<file path="src/rtl/dram_arbiter.sv">
// dram_arbiter
//   Round-robin arbiter and burst sequencer for a single-port, byte-wide DRAM
//   model shared by instruction fetch (port 0) and the load/store units.
//   A requester posts a whole burst (base, length, direction) and holds it.
//   The arbiter owns the memory port for the length of the burst. It issues
//   one byte address per cycle and returns read data with per-port strobes.
//   It signals completion with a one-cycle done pulse.
//
//   state | meaning
//   ------+------------------------------------------------------------
//   IDLE  | arbitrate among requesters (the port pulsing done is masked)
//   BURST | one memory beat per cycle for the owning port
//   DRAIN | no memory access; last read data returns; done follows
//
// Ports
//   clk, rst_n      clock, asynchronous active-low reset
//   req_i/we_i      per-port level request / write direction
//   addr_i/len_i    per-port packed base address / burst length (bytes)
//   wdata_i         per-port packed write byte for the current beat
//   gnt_o           one-hot owner, BURST through DRAIN
//   wready_o        write byte consumed this cycle
//   rvalid_o/rdata_o per-port read strobe / shared read byte
//   beat_o          byte index of the beat issued this cycle
//   done_o          one-cycle completion pulse
//   busy_o          arbiter not idle
//   mem_*           memory port (read data has one cycle of latency)

module dram_arbiter #(
   parameter int NUM_PORTS  = 3,
   parameter int ADDR_WIDTH = 24,
   parameter int DATA_WIDTH = 8,
   parameter int LEN_WIDTH  = 16
) (
   input  logic                            clk,
   input  logic                            rst_n,
   input  logic [NUM_PORTS-1:0]            req_i,
   input  logic [NUM_PORTS-1:0]            we_i,
   input  logic [NUM_PORTS*ADDR_WIDTH-1:0] addr_i,
   input  logic [NUM_PORTS*LEN_WIDTH-1:0]  len_i,
   input  logic [NUM_PORTS*DATA_WIDTH-1:0] wdata_i,
   output logic [NUM_PORTS-1:0]            gnt_o,
   output logic [NUM_PORTS-1:0]            wready_o,
   output logic [NUM_PORTS-1:0]            rvalid_o,
   output logic [DATA_WIDTH-1:0]           rdata_o,
   output logic [LEN_WIDTH-1:0]            beat_o,
   output logic [NUM_PORTS-1:0]            done_o,
   output logic                            busy_o,
   output logic [ADDR_WIDTH-1:0]           mem_addr_o,
   output logic                            mem_we_o,
   output logic [DATA_WIDTH-1:0]           mem_din_o,
   input  logic [DATA_WIDTH-1:0]           mem_dout_i
);

   localparam int PW = (NUM_PORTS > 1) ? $clog2(NUM_PORTS) : 1;

   typedef enum logic [1:0] {
      IDLE  = 2'd0,
      BURST = 2'd1,
      DRAIN = 2'd2
   } state_t;

   state_t                  state_q, state_d;
   logic [PW-1:0]           owner_q, owner_d;
   logic                    we_q, we_d;
   logic [LEN_WIDTH-1:0]    len_q, len_d;
   logic [ADDR_WIDTH-1:0]   addr_q, addr_d;
   logic [LEN_WIDTH-1:0]    beat_q, beat_d;
   logic [PW-1:0]           rr_q, rr_d;
   logic [NUM_PORTS-1:0]    done_q, done_d;
   logic [NUM_PORTS-1:0]    rvalid_q, rvalid_d;

   logic [NUM_PORTS-1:0]    elig;
   logic                    win_found;
   logic [PW-1:0]           win_idx;
   logic [PW-1:0]           win_next;
   logic [LEN_WIDTH-1:0]    win_len;

   // Rotating priority search starting at the rr pointer. The port pulsing
   // done is masked so its registered req deassert cannot win again.
   always_comb begin
      int idx;
      int nxt;
      elig      = req_i & ~done_q;
      win_found = 1'b0;
      win_idx   = '0;
      idx       = 0;
      for (int k = 0; k < NUM_PORTS; k++) begin
         idx = int'(rr_q) + k;
         if (idx >= NUM_PORTS) idx = idx - NUM_PORTS;
         if (!win_found && elig[idx]) begin
            win_found = 1'b1;
            win_idx   = PW'(idx);
         end
      end
      nxt = int'(win_idx) + 1;
      if (nxt >= NUM_PORTS) nxt = 0;
      win_next = PW'(nxt);
      win_len  = len_i[int'(win_idx)*LEN_WIDTH +: LEN_WIDTH];
   end

   always_comb begin
      state_d  = state_q;
      owner_d  = owner_q;
      we_d     = we_q;
      len_d    = len_q;
      addr_d   = addr_q;
      beat_d   = beat_q;
      rr_d     = rr_q;
      done_d   = '0;
      rvalid_d = '0;
      case (state_q)
         IDLE: begin
            if (win_found) begin
               owner_d = win_idx;
               we_d    = we_i[win_idx];
               addr_d  = addr_i[int'(win_idx)*ADDR_WIDTH +: ADDR_WIDTH];
               len_d   = win_len;
               beat_d  = '0;
               rr_d    = win_next;
               state_d = (win_len == '0) ? DRAIN : BURST;
            end
         end
         BURST: begin
            addr_d = addr_q + ADDR_WIDTH'(1);
            beat_d = beat_q + LEN_WIDTH'(1);
            if (!we_q) rvalid_d[owner_q] = 1'b1;
            if (beat_q == len_q - LEN_WIDTH'(1)) state_d = DRAIN;
         end
         DRAIN: begin
            state_d         = IDLE;
            done_d[owner_q] = 1'b1;
         end
         default: state_d = IDLE;
      endcase
   end

   always_ff @(posedge clk or negedge rst_n) begin
      if (!rst_n) begin
         state_q  <= IDLE;
         owner_q  <= '0;
         we_q     <= 1'b0;
         len_q    <= '0;
         addr_q   <= '0;
         beat_q   <= '0;
         rr_q     <= '0;
         done_q   <= '0;
         rvalid_q <= '0;
      end else begin
         state_q  <= state_d;
         owner_q  <= owner_d;
         we_q     <= we_d;
         len_q    <= len_d;
         addr_q   <= addr_d;
         beat_q   <= beat_d;
         rr_q     <= rr_d;
         done_q   <= done_d;
         rvalid_q <= rvalid_d;
      end
   end

   always_comb begin
      busy_o     = (state_q != IDLE);
      gnt_o      = '0;
      wready_o   = '0;
      mem_addr_o = '0;
      mem_we_o   = 1'b0;
      mem_din_o  = '0;
      beat_o     = '0;
      for (int p = 0; p < NUM_PORTS; p++) begin
         gnt_o[p] = busy_o && (owner_q == PW'(p));
      end
      if (state_q == BURST) begin
         mem_addr_o = addr_q;
         mem_we_o   = we_q;
         beat_o     = beat_q;
         if (we_q) begin
            mem_din_o         = wdata_i[int'(owner_q)*DATA_WIDTH +: DATA_WIDTH];
            wready_o[owner_q] = 1'b1;
         end
      end
      // Read bus is held at zero outside read-return cycles so the whole
      // output set is quiet in reset and idle.
      rdata_o = (|rvalid_q) ? mem_dout_i : '0;
   end

   assign rvalid_o = rvalid_q;
   assign done_o   = done_q;

endmodule

</file>
<file path="config.mk">
export PLATFORM = sky130hd
export DESIGN_NAME = dram_arbiter
export DESIGN_NICKNAME = d
export VERILOG_FILES = /design/src/rtl/dram_arbiter.sv
export SDC_FILE = /design/constraint.sdc
export NUM_CORES = 1
export LEC_CHECK = 0
export BUFFER_PORTS_ARGS = -buffer_cell sky130_fd_sc_hd__buf_2
export CAP_MARGIN = 20
export CORE_ASPECT_RATIO = 1.5
export CORE_MARGIN = 2
export CORE_UTILIZATION = 30
export DETAILED_ROUTE_END_ITERATION = 8
export PLACE_DENSITY = 0.66
export SYNTH_ARGS = -nofsm -noshare
export SYNTH_HDL_FRONTEND = slang
export SYNTH_SLANG_ARGS = --single-unit
</file>
<file path="constraint.sdc">
create_clock -name clk -period 4 [get_ports clk]
set_clock_uncertainty 0.1 [all_clocks]
set_input_delay 0.6 -clock clk [delete_from_list [all_inputs] [get_ports clk]]
set_output_delay 0.6 -clock clk [all_outputs]
set_load 0.005 [all_outputs]
</file>
# Yosys cells after proc, flatten, opt, wreduce, memory -nomap -nowiden

Index checks and enable logic that the tools add are counted.

Add/subtract/negate cells: 9
Multipliers: 1
$lt $le $gt $ge: 10
Equality and inequality tests: 7
Shifts and indexed selects: 3
Mux-type cells: 42
Bitwise gates (word level): 2
Reductions and logical operators: 17

Operator list:

| cell                                                               | count |
|---|---|
| less-than comparator 32 x 4 -> 1 bit (second input constant)       | 3 |
| 2-to-1 mux 32 bit                                                  | 3 |
| variable part select 72 x 8 -> 24 bit                              | 1 |
| 2-to-1 mux 24 bit                                                  | 2 |
| case mux 24 bit (2 select lines)                                   | 1 |
| variable part select 48 x 7 -> 16 bit                              | 1 |
| 2-to-1 mux 16 bit                                                  | 2 |
| case mux 16 bit (2 select lines)                                   | 1 |
| adder 24 x 1 -> 24 bit (second input constant)                     | 1 |
| 2-to-1 mux 8 bit                                                   | 3 |
| variable part select 24 x 6 -> 8 bit                               | 1 |
| adder 16 x 1 -> 16 bit (second input constant)                     | 1 |
| == test 16 bit                                                     | 1 |
| zero test 16 bit                                                   | 1 |
| subtractor 16 x 1 -> 16 bit (second input constant)                | 1 |
| 2-to-1 mux 3 bit                                                   | 5 |
| 2-to-1 mux 2 bit                                                   | 7 |
| 2-to-1 mux 1 bit                                                   | 12 |
| greater-or-equal comparator 3 x 2 -> 1 bit (second input constant) | 3 |
| binary-select mux 1 bit (select 2 bit)                             | 4 |
| subtractor 3 x 2 -> 4 bit (second input constant)                  | 2 |
| adder 2 x 1 -> 3 bit (second input constant)                       | 2 |
| logical AND 1 bit                                                  | 6 |
| less-than comparator 2 x 3 -> 1 bit (second input constant)        | 2 |
| other kinds (17)                                                   | 25 |

Register bits after elaboration: 69
Word-level logic and storage cells: 100

# Logic depth before layout (Yosys ltp)

Gate-level depths: netlist of the first run.

Depth in word-level cells: 17
Mapped depth: 13

# Worst setup path before layout of the first run

No wires, ideal clock.

Kind: flip-flop to flip-flop
Start point: register rr_q[0]
End point: register state_q[0]
Setup time: 0.137 ns
Arrival: 2.693 ns
Path slack: 1.070 ns
Cell stages (with the launch flop): 13
Period minus slack after synthesis: 2.930 ns
Cell sequence: dfrtp_1 inv_1 ha_1 buf_2 nor4bb_1 nor4_2 a32oi_2 buf_2 a31oi_1 or4_1 nor4_1 and3_1 o22ai_1

Word-level cells in the longest chain between the ends: 17
Elaborated cells on any way between the ends: 37
Those cells by class: add/sub: 5; order compare: 3; eq/ne: 1; shift: 1; mux: 21; reduce/logical: 6

RTL lines:

| what                                                                               | RTL line | text |
|---|---|---|
| from (decl)                                                                        | 68       | `logic [PW-1:0] rr_q, rr_d;` |
| from (signal assigned)                                                             | 155      | `rr_q <= rr_d;` |
| parallel branches: the longest is 17 deep, another holds subtractor 3 x 2 -> 4 bit | n/a      |  |
| to (signal assigned)                                                               | 149      | `state_q <= state_d;` |
| to (decl)                                                                          | 62       | `state_t state_q, state_d;` |

Several ways; the timed one is not identified. The select of a mux whose other input is x is not followed.
A chain may end at the register's enable or synchronous reset.

# Worst setup path in the final report of the first run

Same ends and word-level chain as after synthesis.

==> results.md, run 1 <==
* Status: complete, no violations
* Core Area at 17940 sq um
* Cells after DPL at 1160
* Fin Setup TNS at 0 ns
* H-tree lvl count at 3
* DR vias/cell at 5.153
* Synth cell types at 59
* Syn nets at 922
* Total grt overflow at 0
* FP Rows at 60
* Via count of the first global-routing pass at 5926
* Setup Fix Bufs, Post-CTS at 0
* Maximum vdd ir drop at 0.0001957 V
* Number of synthesized register bits at 69
* CTS tree: built
* CTS buffer count at 9
* Peak fanout along the critical path at 20
* Drt pass-1 iters at 5
* Worst reg2reg startpoint: rr_q[0]$_DFFE_PN0P_
* Initial Util at 30.54%
* Seq/Total Area, Yosys at 31.51%
* Register area at 1727 sq um
* Slew margin rel. at 39.19%
* Synth async-reset ratio at between 90% and 100%
* Die height at 169.5 microns
* Die area at between 15000 and 20000 sq um
* DR WL/cell at 16.83 microns
* DP HPWL at 15.62 mm
* Max Slew Vio Count at 0
* WP data required at slightly above 4 ns
* Clk_lat worst skew at 0.33 ns
* Worst Path Arrival at about 3.5 ns
* Hold crit path type: primary input to async pin
* EDFF count, synth at 0
* Min Tclk post-route at 3.400 ns
* First-pass GRT wire length at 30.93 mm
* R2r endpoint: state_q[0]$_DFFE_PN0P_
* RSZ-0062 raised after global routing: false
* DR vias at 6070
* Die width at 114.3 microns
* Placer Congestion at 0.8921
* Final instance area at 7147 sq um
* Remaining DRCs at 0
* Avg Cell Area, Syn at 7.247 sq um
* Crit path from: rr_q[0]$_DFFE_PN0P_
* Total Wirelength at ~20 mm
* Worst-margin pin slew at 0.9121 ns
* Layout cells sized above 1 at approximately 29%
* Remaining antenna violation count at 0
* Tcrit/Tclk final at between 80% and 90%
* Final hold violation count at 0
* Final std cells w/o fill at about 1200
* Initial DRC count at 250
* Maximum clock path buffer count at 2
* Layout Nets at 1120
* Synth warn at 0
* Max-Cap Viols at 0
* Multi-input logic area at 3495 sq um
* Fmax at 294.1 MHz
* Resized Gates After CTS at 0
* Crit start category: flip-flop
* Largest net degree at the start of global routing at 70
* Placed Instance Area at 6793 sq um
* GRT Util Overall at 20.58%
* Reg-to-reg setup timing slack at 0.60 ns
* Layout area overhead at 30.44%
* PD cells at 258.3 nW/um^2
* Initial antenna violation count at 4
* Clock Pin Slew Worst Setup and Hold Paths at 0.06 ns
* Final setup violation count at 0
* Clk sinks at 69
* Worst setup path endpoint: state_q[0]$_DFFE_PN0P_
* PortBufs at about 230
* Hold Buf Count CTS at 0
* I/O pin count at 230
* Syn Inst Count at between 700 and 800
* Post-Syn Area at 5479 sq um
* Crit. End Element: flip-flop
* Fill count at roughly 1900
* Critical path class: flip-flop to flip-flop
* Main synth FF type: dfrtp_1
* Root cell of the clock tree: clkbuf_16
* Cell depth of the worst flop-to-flop path at 12
* Leak at 3.426 nW
## registers in the layout, indices dropped and copies added (netlist names)
signal,flops
addr_q,24
beat_q,16
len_q,16
done_o,3
rvalid_o,3
owner_q,2
rr_q,2
state_q,2
we_q,1
## stage by stage
| stage | worst slack [ns] | hold slack [ns] | total power, mW | utilization, % |
|---|---|---|---|---|
| floorplan | 1.070 | 0.2044 | 0.7957 | - |
| global placement | 0.6978 | 0.3986 | 0.9224 | 37.86 |
| detailed placement | 0.6226 | 0.4096 | 0.9221 | 37.86 |
| CTS | 0.6079 | 0.4167 | 1.859 | 39.80 |
| global route | 0.4205 | 0.4376 | 1.914 | 39.83 |
| finish | 0.5995 | 0.3714 | 1.846 | 39.83 |
## kinds of logic (layout without fill, tap and decap cells)
kind of cell	Yosys count	in the layout	share of synthesized area, %
flops	69	69	31.51
compound gates	176	176	20.05
buf+inv	72	275	5.298
fa+ha+maj	6	6	1.370
xor+xnor	27	27	4.316
mux	18	18	3.471
simple gates	388	388	33.98
other cells	0	2	0
## placed cells by master (no fill, tap or decap), drive strengths merged, types with 16 or more instances in the layout
cell   Yosys  layout
nand2    125     125
and2      32      32
dfrtp     69      69
xnor2     16      16
o21ai     48      48
inv       19      20
nand3     39      39
a31oi     36      36
nor2     113     113
nor3      16      16
buf       18     240
a21oi     42      42
## critical path, stage by stage, from the launching register on
cell and delay (ns):
dfrtp_1 0.37, inv_1 0.07, ha_1 0.43, and4bb_1 0.27, nor4_2 0.39, a32oi_4 0.24, buf_4 0.25, nor2_1 0.11
a31oi_1 0.06, or4_1 0.50, nor4_1 0.17, and3_1 0.21, o22ai_1 0.08
## synthesized netlist by cell type (9+ instances only)
master / n / area [sq um]
a31oi_1: 36 / 225.2
mux2i_1: 10 / 100.1
o22ai_1: 10 / 62.56
o211ai_1: 9 / 67.56
nor2_1: 113 / 424.2
nand3_1: 39 / 195.2
a21oi_1: 42 / 210.2
inv_1: 18 / 67.56
xor2_1: 11 / 96.34
xnor2_1: 16 / 140.1
buf_2: 9 / 45.04
and2_1: 32 / 200.2
nor3_1: 15 / 75.07
clkbuf_1: 34 / 127.6
o21ai_0: 47 / 235.2
dfrtp_1: 69 / 1727
nand2_1: 125 / 469.2
nor2b_1: 12 / 75.07
## where the power goes
group | internal (mW) | total, mW | switching (mW)
sequential | 0.698 | 0.698 | 0
clock | 0.629 | 0.938 | 0.310
combinational | 0.0970 | 0.210 | 0.113
## cell type report
type                    count  share of cell area (%)
multi-input cells         615                   48.90
flip-flops and latches     69                   24.16
repair buffers            240                   17.19
well taps                 217                   3.799
clock buffers              11                   3.396
clock inverters             5                   1.488
inverters                  19                  0.9979
diodes                      2                 0.07003
## metal layers
metal | track usage [%] | part of all wire, %
met1 | 22.15 | 37
met2 | 37.29 | 53
met3 | 3.893 | 5.7
met4 | 11.51 | 4.6
met5 | 0 | 0
## worst min-delay path by stage
stage	endpoint	slack, ns	cells after the start
floorplan	addr_q[0]$_DFFE_PN0P_	0.20	0
CTS	beat_q[8]$_DFFE_PN0P_	0.42	2
global route	rvalid_o[2]$_DFF_PN0_	0.44	1
detailed placement	rvalid_o[0]$_DFF_PN0_	0.41	1
finish	beat_q[8]$_DFFE_PN0P_	0.37	2
global placement	addr_q[22]$_DFFE_PN0P_	0.40	1
(Power assumes the default switching activity.)
==> run 2: changes to the inputs <==
--- a/config.mk
+++ b/config.mk
@@ -5,7 +5,7 @@
 export SDC_FILE = /design/constraint.sdc
 export NUM_CORES = 1
 export LEC_CHECK = 0
-export BUFFER_PORTS_ARGS = -buffer_cell sky130_fd_sc_hd__buf_2
+export BUFFER_PORTS_ARGS = -buffer_cell sky130_fd_sc_hd__buf_4
 export CAP_MARGIN = 20
 export CORE_ASPECT_RATIO = 1.5
 export CORE_MARGIN = 2
==> run 2 against run 1 <==
  * Clock power decreased by 2.2%
  * First-iteration DRC count increased by 5.6%
  * Critical path depth unchanged
  * Count of clock-buffer cells in the layout decreased by 2
  * Critical path type unchanged
  * Global-route usage increased by 0.92 points
  * Register-to-register slack improved by 0.16 ns
  * Cell count decreased by 0.25%
  * Wire length increased by 3.1%
  * Setup slack improved by 0.16 ns
==> results.md, run 2 (synthesis gave the netlist of run 1 again) <==
* Placer Congestion at 0.8412
* Fill count at between 1500 and 2000
* Met3 usage at 4.000%
* Crit path from: rr_q[0]$_DFFE_PN0P_
* Largest net degree at the start of global routing at 70
* DR vias at 6189
* Most frequent cells in the layout: buf_4 (239), nand2_1 (125), nor2_1 (112), dfrtp_1 (69), o21ai_0 (46)
* Slew margin rel. at between 40% and 50%
* Worst setup path endpoint: state_q[0]$_DFFE_PN0P_
* GR Util met2 at approximately 40%
* Layout Nets at 1119
* Worst Path Arrival at 3.34 ns
* Total Wirelength at 20.43 mm
* Remaining DRCs at 0
* Worst-margin pin slew at just under 0.9 ns
* Die area at 19380 sq um
* Maximum clock path buffer count at 2
* Status: complete, no violations
* First-pass GRT wire length at 32.80 mm
* Fmax at 308.3 MHz
* Grt met1 use at 23.44%
* Die width at 114.3 microns
* RSZ-0062 raised after global routing: false
* Tcrit/Tclk final at about four fifths
* Via count of the first global-routing pass at between 6000 and 7000
* Min Tclk post-route at 3.243 ns
* Setup Fix Bufs, Post-CTS at 0
* Root cell of the clock tree: clkbuf_16
* Layout area overhead at 40.49%
* Global route hottest layer: met2
* Max-Cap Viols at 0
* Max Slew Vio Count at 0
* Initial Util at 30.54%
* Critical path class: flip-flop to flip-flop
* Clk_lat worst skew at 0.34 ns
* Remaining antenna violation count at 0
* Hold Buf Count CTS at 0
* Clock Pin Slew Worst Setup and Hold Paths at approximately 0.060 ns
* GRT Util Overall at between 20% and 30%
* Peak fanout along the critical path at 19
* WP data required at 4.10 ns
* Clk sinks at 69
* Hold crit path type: primary input to async pin
* Final hold violation count at 0
* Initial antenna violation count at 0
* Core Area at between 15000 and 20000 sq um
* I/O pin count at 230
* Crit start category: flip-flop
* FP Rows at 60
* DR WL/cell at 17.39 microns
* Crit. End Element: flip-flop
* Reg-to-reg setup timing slack at 0.76 ns
* H-tree lvl count at 3
* Most common cell after layout, fill and taps aside: buf_4
* Resized Gates After CTS at 0
* PD cells at 242.9 nW/um^2
* Maximum vdd ir drop at 0.0001452 V
* Leak at 3.602 nW
* Cell depth of the worst flop-to-flop path at 12
* CTS tree: built
* Fin Setup TNS at 0 ns
* R2r endpoint: state_q[0]$_DFFE_PN0P_
* DR vias/cell at 5.267
* Antenna diodes at 0
* Total grt overflow at 0
* Final setup violation count at 0
* Worst reg2reg startpoint: rr_q[0]$_DFFE_PN0P_
* Initial DRC count at 264
* CTS buffer count at 9
* Die height at 169.5 microns
* PortBufs at 229
* Layout cells sized above 1 at 29.44%
* WHS at 0.2872 ns
* Largest regs: addr_q: 24 flops, beat_q: 16 flops, len_q: 16 flops
* DP HPWL at 16.11 mm
* Drt pass-1 iters at 5
* Max FFs per register at 24
* Top reg by flops: addr_q
run 2: cell types whose count changed in the layout (fill, tap and decap cells not counted), sizes merged:
cell	delta
clkinv	+4
clkinvlp	-1
clkbuf	-2
diode	-2
inv	-1
buf	-1
run 2: where the power goes:
| group | switching, mW | total [mW] | internal, mW |
|---|---|---|---|
| clock network | 0.311 | 0.917 | 0.606 |
| registers | 0 | 0.698 | 0.698 |
| logic | 0.112 | 0.255 | 0.142 |
| total | 0.423 | 1.87 | 1.45 |
run 2: stage by stage:
step	instances	utilization (%)	total power, mW	cell area (sq um)	worst slack (ns)
floorplan	756	-	0.7957	5479	1.070
global placement	1159	41.01	0.9660	7358	0.8663
detailed placement	1159	41.01	0.9672	7358	0.7652
CTS	1175	42.90	1.886	7697	0.7570
global route	1175	42.90	1.933	7697	0.4920
finish	1175	42.90	1.870	7697	0.7567
run 2: worst min path at each step:
| stage | startpoint | end | slack [ns] | depth (start not counted) |
|---|---|---|---|---|
| floorplan | rst_n | addr_q[0]$_DFFE_PN0P_ | 0.20 | 0 |
| global placement | addr_q[22]$_DFFE_PN0P_ | addr_q[22]$_DFFE_PN0P_ | 0.41 | 1 |
| detailed placement | addr_q[11]$_DFFE_PN0P_ | addr_q[11]$_DFFE_PN0P_ | 0.41 | 1 |
| CTS | rst_n | beat_q[8]$_DFFE_PN0P_ | 0.33 | 1 |
| global route | rst_n | beat_q[6]$_DFFE_PN0P_ | 0.35 | 1 |
| finish | rst_n | beat_q[5]$_DFFE_PN0P_ | 0.29 | 1 |
run 2: critical path, stage by stage, from the launching register on:
cell and delay [ns]:
dfrtp_1 0.37, inv_1 0.07, ha_1 0.43, and4bb_1 0.26, nor4_2 0.43, a32oi_4 0.26, buf_4 0.26, nor2_1 0.10
a31oi_1 0.06, a211o_1 0.25, nor4_1 0.23, and3_1 0.21, o22ai_1 0.08
run 2: final cells by class:
class	instances	area, sq um	share of cell area [%]
clock buffers	9	225.2	2.926
clock inverters	7	113.9	1.479
inverters	19	71.32	0.9265
multi-input cells	615	3495	45.40
flip-flops and latches	69	1727	22.43
well taps	217	271.5	3.527
repair buffers	239	1794	23.31
run 2: routing by layer:
layer  routed length, microns  part of all wire, %
met3                     1168                  5.7
met5                        0                    0
met4                      669                  3.3
met1                     7484                   37
met2                    11110                   54
==> run 3: changes to the inputs <==
--- a/config.mk
+++ b/config.mk
@@ -11,7 +11,7 @@
 export CORE_MARGIN = 2
 export CORE_UTILIZATION = 30
 export DETAILED_ROUTE_END_ITERATION = 8
-export PLACE_DENSITY = 0.66
+export PLACE_DENSITY = 0.68
 export SYNTH_ARGS = -nofsm -noshare
 export SYNTH_HDL_FRONTEND = slang
 export SYNTH_SLANG_ARGS = --single-unit
==> constraint.sdc (replaced) <==
create_clock -name clk -period 2.9 [get_ports clk]
set_clock_uncertainty 0.1 [all_clocks]
set_input_delay 0.435 -clock clk [delete_from_list [all_inputs] [get_ports clk]]
set_output_delay 0.435 -clock clk [all_outputs]
set_load 0.005 [all_outputs]
==> run 3 against run 2 <==
  * The run now ends with setup timing left
  * Via count grew 5.3%
  * Sequential cell count is the same
  * Sequential power grew 38%
  * Highest routed layer unchanged
  * First-iteration DRC count grew 13%
  * Setup slack lost 0.84 ns
  * Sequential share of layout area shrank 1.7 points
==> results.md, run 3 (synthesis gave the netlist of run 1 again) <==
* Total grt overflow at 0
* Final setup violation count at 2
* Failing checks: setup timing
* Core Area at 17940 sq um
* Initial Util at 30.54%
* WHS at 0.09637 ns
* Remaining DRCs at 0
* Critical path class: flip-flop to flip-flop
* Clk_lat worst skew at roughly 0.33 ns
* Leak at 3.903 nW
* Layout cells sized above 1 at 35.25%
* Initial antenna violation count at 1
* CP max stage cell: dfrtp_2
* Peak fanout along the critical path at 7
* Final std cells w/o fill at between 1000 and 1500
* GRT Util Overall at 22.22%
* Clk sinks at slightly below 70
* Crit start category: flip-flop
* Top reg by flops: addr_q
* Worst path cell trace: inv_2 -> ha_4 -> buf_4 -> inv_2 -> o31a_1 -> or3_4 -> buf_4 -> nand2_2 -> buf_4 -> nand2_1 -> a31oi_1 -> nor4_2 -> and3_1 -> a22o_1
* FP Rows at 60
* CTS tree: built
* Worst Path Arrival at 3.10 ns
* Clock Pin Slew Worst Setup and Hold Paths at 0.06 ns
* Via count of the first global-routing pass at 6489
* Crit-path leading delay family: simple AND/OR/NAND/NOR gates
* CP Buf/Inv Count at 5
* Hold crit path type: primary input to async pin
* Worst-margin pin slew at 0.9312 ns
* Maximum clock path buffer count at 2
* Max Slew Vio Count at 0
* Min Tclk post-route at around 3.0 ns
* DR WL/cell at 17.68 microns
* Hold Buf Count CTS at 0
* Most frequent cells in the layout: buf_4 (275), nand2_1 (123), nor2_1 (107), dfrtp_1 (68), o21ai_0 (45)
* Most common cell after layout, fill and taps aside: buf_4
* Fmax at roughly 340 MHz
* Tcrit/Tclk final at 102.9%
* Cell depth of the worst flop-to-flop path at 14
* DP HPWL at 16.62 mm
* Die width at about 110 microns
* Max-Cap Viols at 0
* Status: finished, violations left
* Layout area overhead at 52.36%
* Initial DRC count at 298
* Final worst setup slack at -0.08392 ns
* WP data required at 3.02 ns
* Max FFs per register at 24
* Slew margin rel. at a little under two fifths
* Die area at 19380 sq um
* Total Wirelength at 21.66 mm
* Layout Nets at 1169
* Largest regs: addr_q: 24 flops, beat_q: 16 flops, len_q: 16 flops
* Root cell of the clock tree: clkbuf_16
* I/O pin count at 230
* Drt pass-1 iters at 5
* H-tree lvl count at 3
* CTS buffer count at 9
* PortBufs at 229
* Crit. End Element: flip-flop
* PD cells at ~300 nW/um^2
* R2r endpoint: state_q[1]$_DFFE_PN0P_
* Placer Congestion at 0.9043
* Remaining antenna violation count at 0
* Maximum vdd ir drop at 0.0002505 V
* Reg-to-reg setup timing slack at -0.08 ns
* Most common cell on crit path: buf_4
* DR vias at 6515
* First-pass GRT wire length at 33.87 mm
* Largest net degree at the start of global routing at 70
* DR vias/cell at 5.318
* Worst reg2reg startpoint: rr_q[1]$_DFFE_PN0P_
* Cells after DPL at 1191
* Final hold violation count at 0
* CP max stage delay at 0.45 ns
* Die height at 169.5 microns
* RSZ-0062 raised after global routing: true
==> run 3: cell count changes in the layout (fill, tap and decap cells not counted), sizes merged <==
cell and change:
clkinv -4, buf +50, diode +1, bufinv -2, clkbuf +5
==> run 3: area by class of cell <==
| cell class | count | area, sq um |
|---|---|---|
| antenna | 1 | 2.502 |
| clock buffer | 14 | 264.0 |
| clock inverter | 1 | 30.03 |
| fill | 1765 | 9594 |
| inverter | 19 | 71.32 |
| multi-input combinational | 615 | 3691 |
| sequential | 69 | 1728 |
| tap | 217 | 271.5 |
| timing repair buffer | 289 | 2290 |
==> run 3: repair_timing <==
| action | CTS | global route |
|---|---|---|
| setup endpoints to repair | 16 | 21 |
| pin swaps | 7 | 7 |
| gates resized for setup | 26 | 30 |
| cloned | 1 | 0 |
| hold endpoints to repair | 0 | 0 |
| setup buffers | 13 | 5 |
==> run 3: per-stage QoR <==
stage | area [sq um] | setup WS, ns | total power [mW] | util [%] | setup TNS, ns
floorplan | 5482 | 0.004311 | 1.098 | - | 0
global placement | 7624 | -0.1043 | 1.348 | 42.49 | -0.1811
detailed placement | 7624 | -0.2165 | 1.350 | 42.49 | -1.017
CTS | 8183 | -0.05853 | 2.485 | 45.61 | -0.08562
global route | 8346 | -0.2651 | 2.594 | 46.51 | -0.6160
finish | 8348 | -0.08392 | 2.493 | 46.53 | -0.1621
==> run 3: power breakdown <==
group / leakage, nW / internal [mW] / switching, mW
combinational: 2.91 / 0.242 / 0.181
sequential: 0.851 / 0.963 / 0
clock: 0.143 / 0.709 / 0.397
==> run 3: how the worst max path moves through the flow <==
stage	from	to	slack [ns]	cells after the start
after floorplan	rr_q[0]$_DFFE_PN0P_	state_q[0]$_DFFE_PN0P_	0.004	12
after global placement	rr_q[1]$_DFFE_PN0P_	state_q[0]$_DFFE_PN0P_	-0.10	11
after detailed placement	rr_q[1]$_DFFE_PN0P_	state_q[0]$_DFFE_PN0P_	-0.22	11
after CTS	rr_q[0]$_DFFE_PN0P_	state_q[0]$_DFFE_PN0P_	-0.06	14
after global routing	rr_q[0]$_DFFE_PN0P_	state_q[0]$_DFFE_PN0P_	-0.27	14
final	rr_q[1]$_DFFE_PN0P_	state_q[1]$_DFFE_PN0P_	-0.08	14
==> run 3: layer usage <==
metal,global-route usage [%],vias to the layer above,part of all wire (%)
met2,40.97,241,53
met3,4.500,53,5.7
met4,9.544,0,4.1
met1,24.32,3077,37
li1,-,3144,-
met5,0,-,0
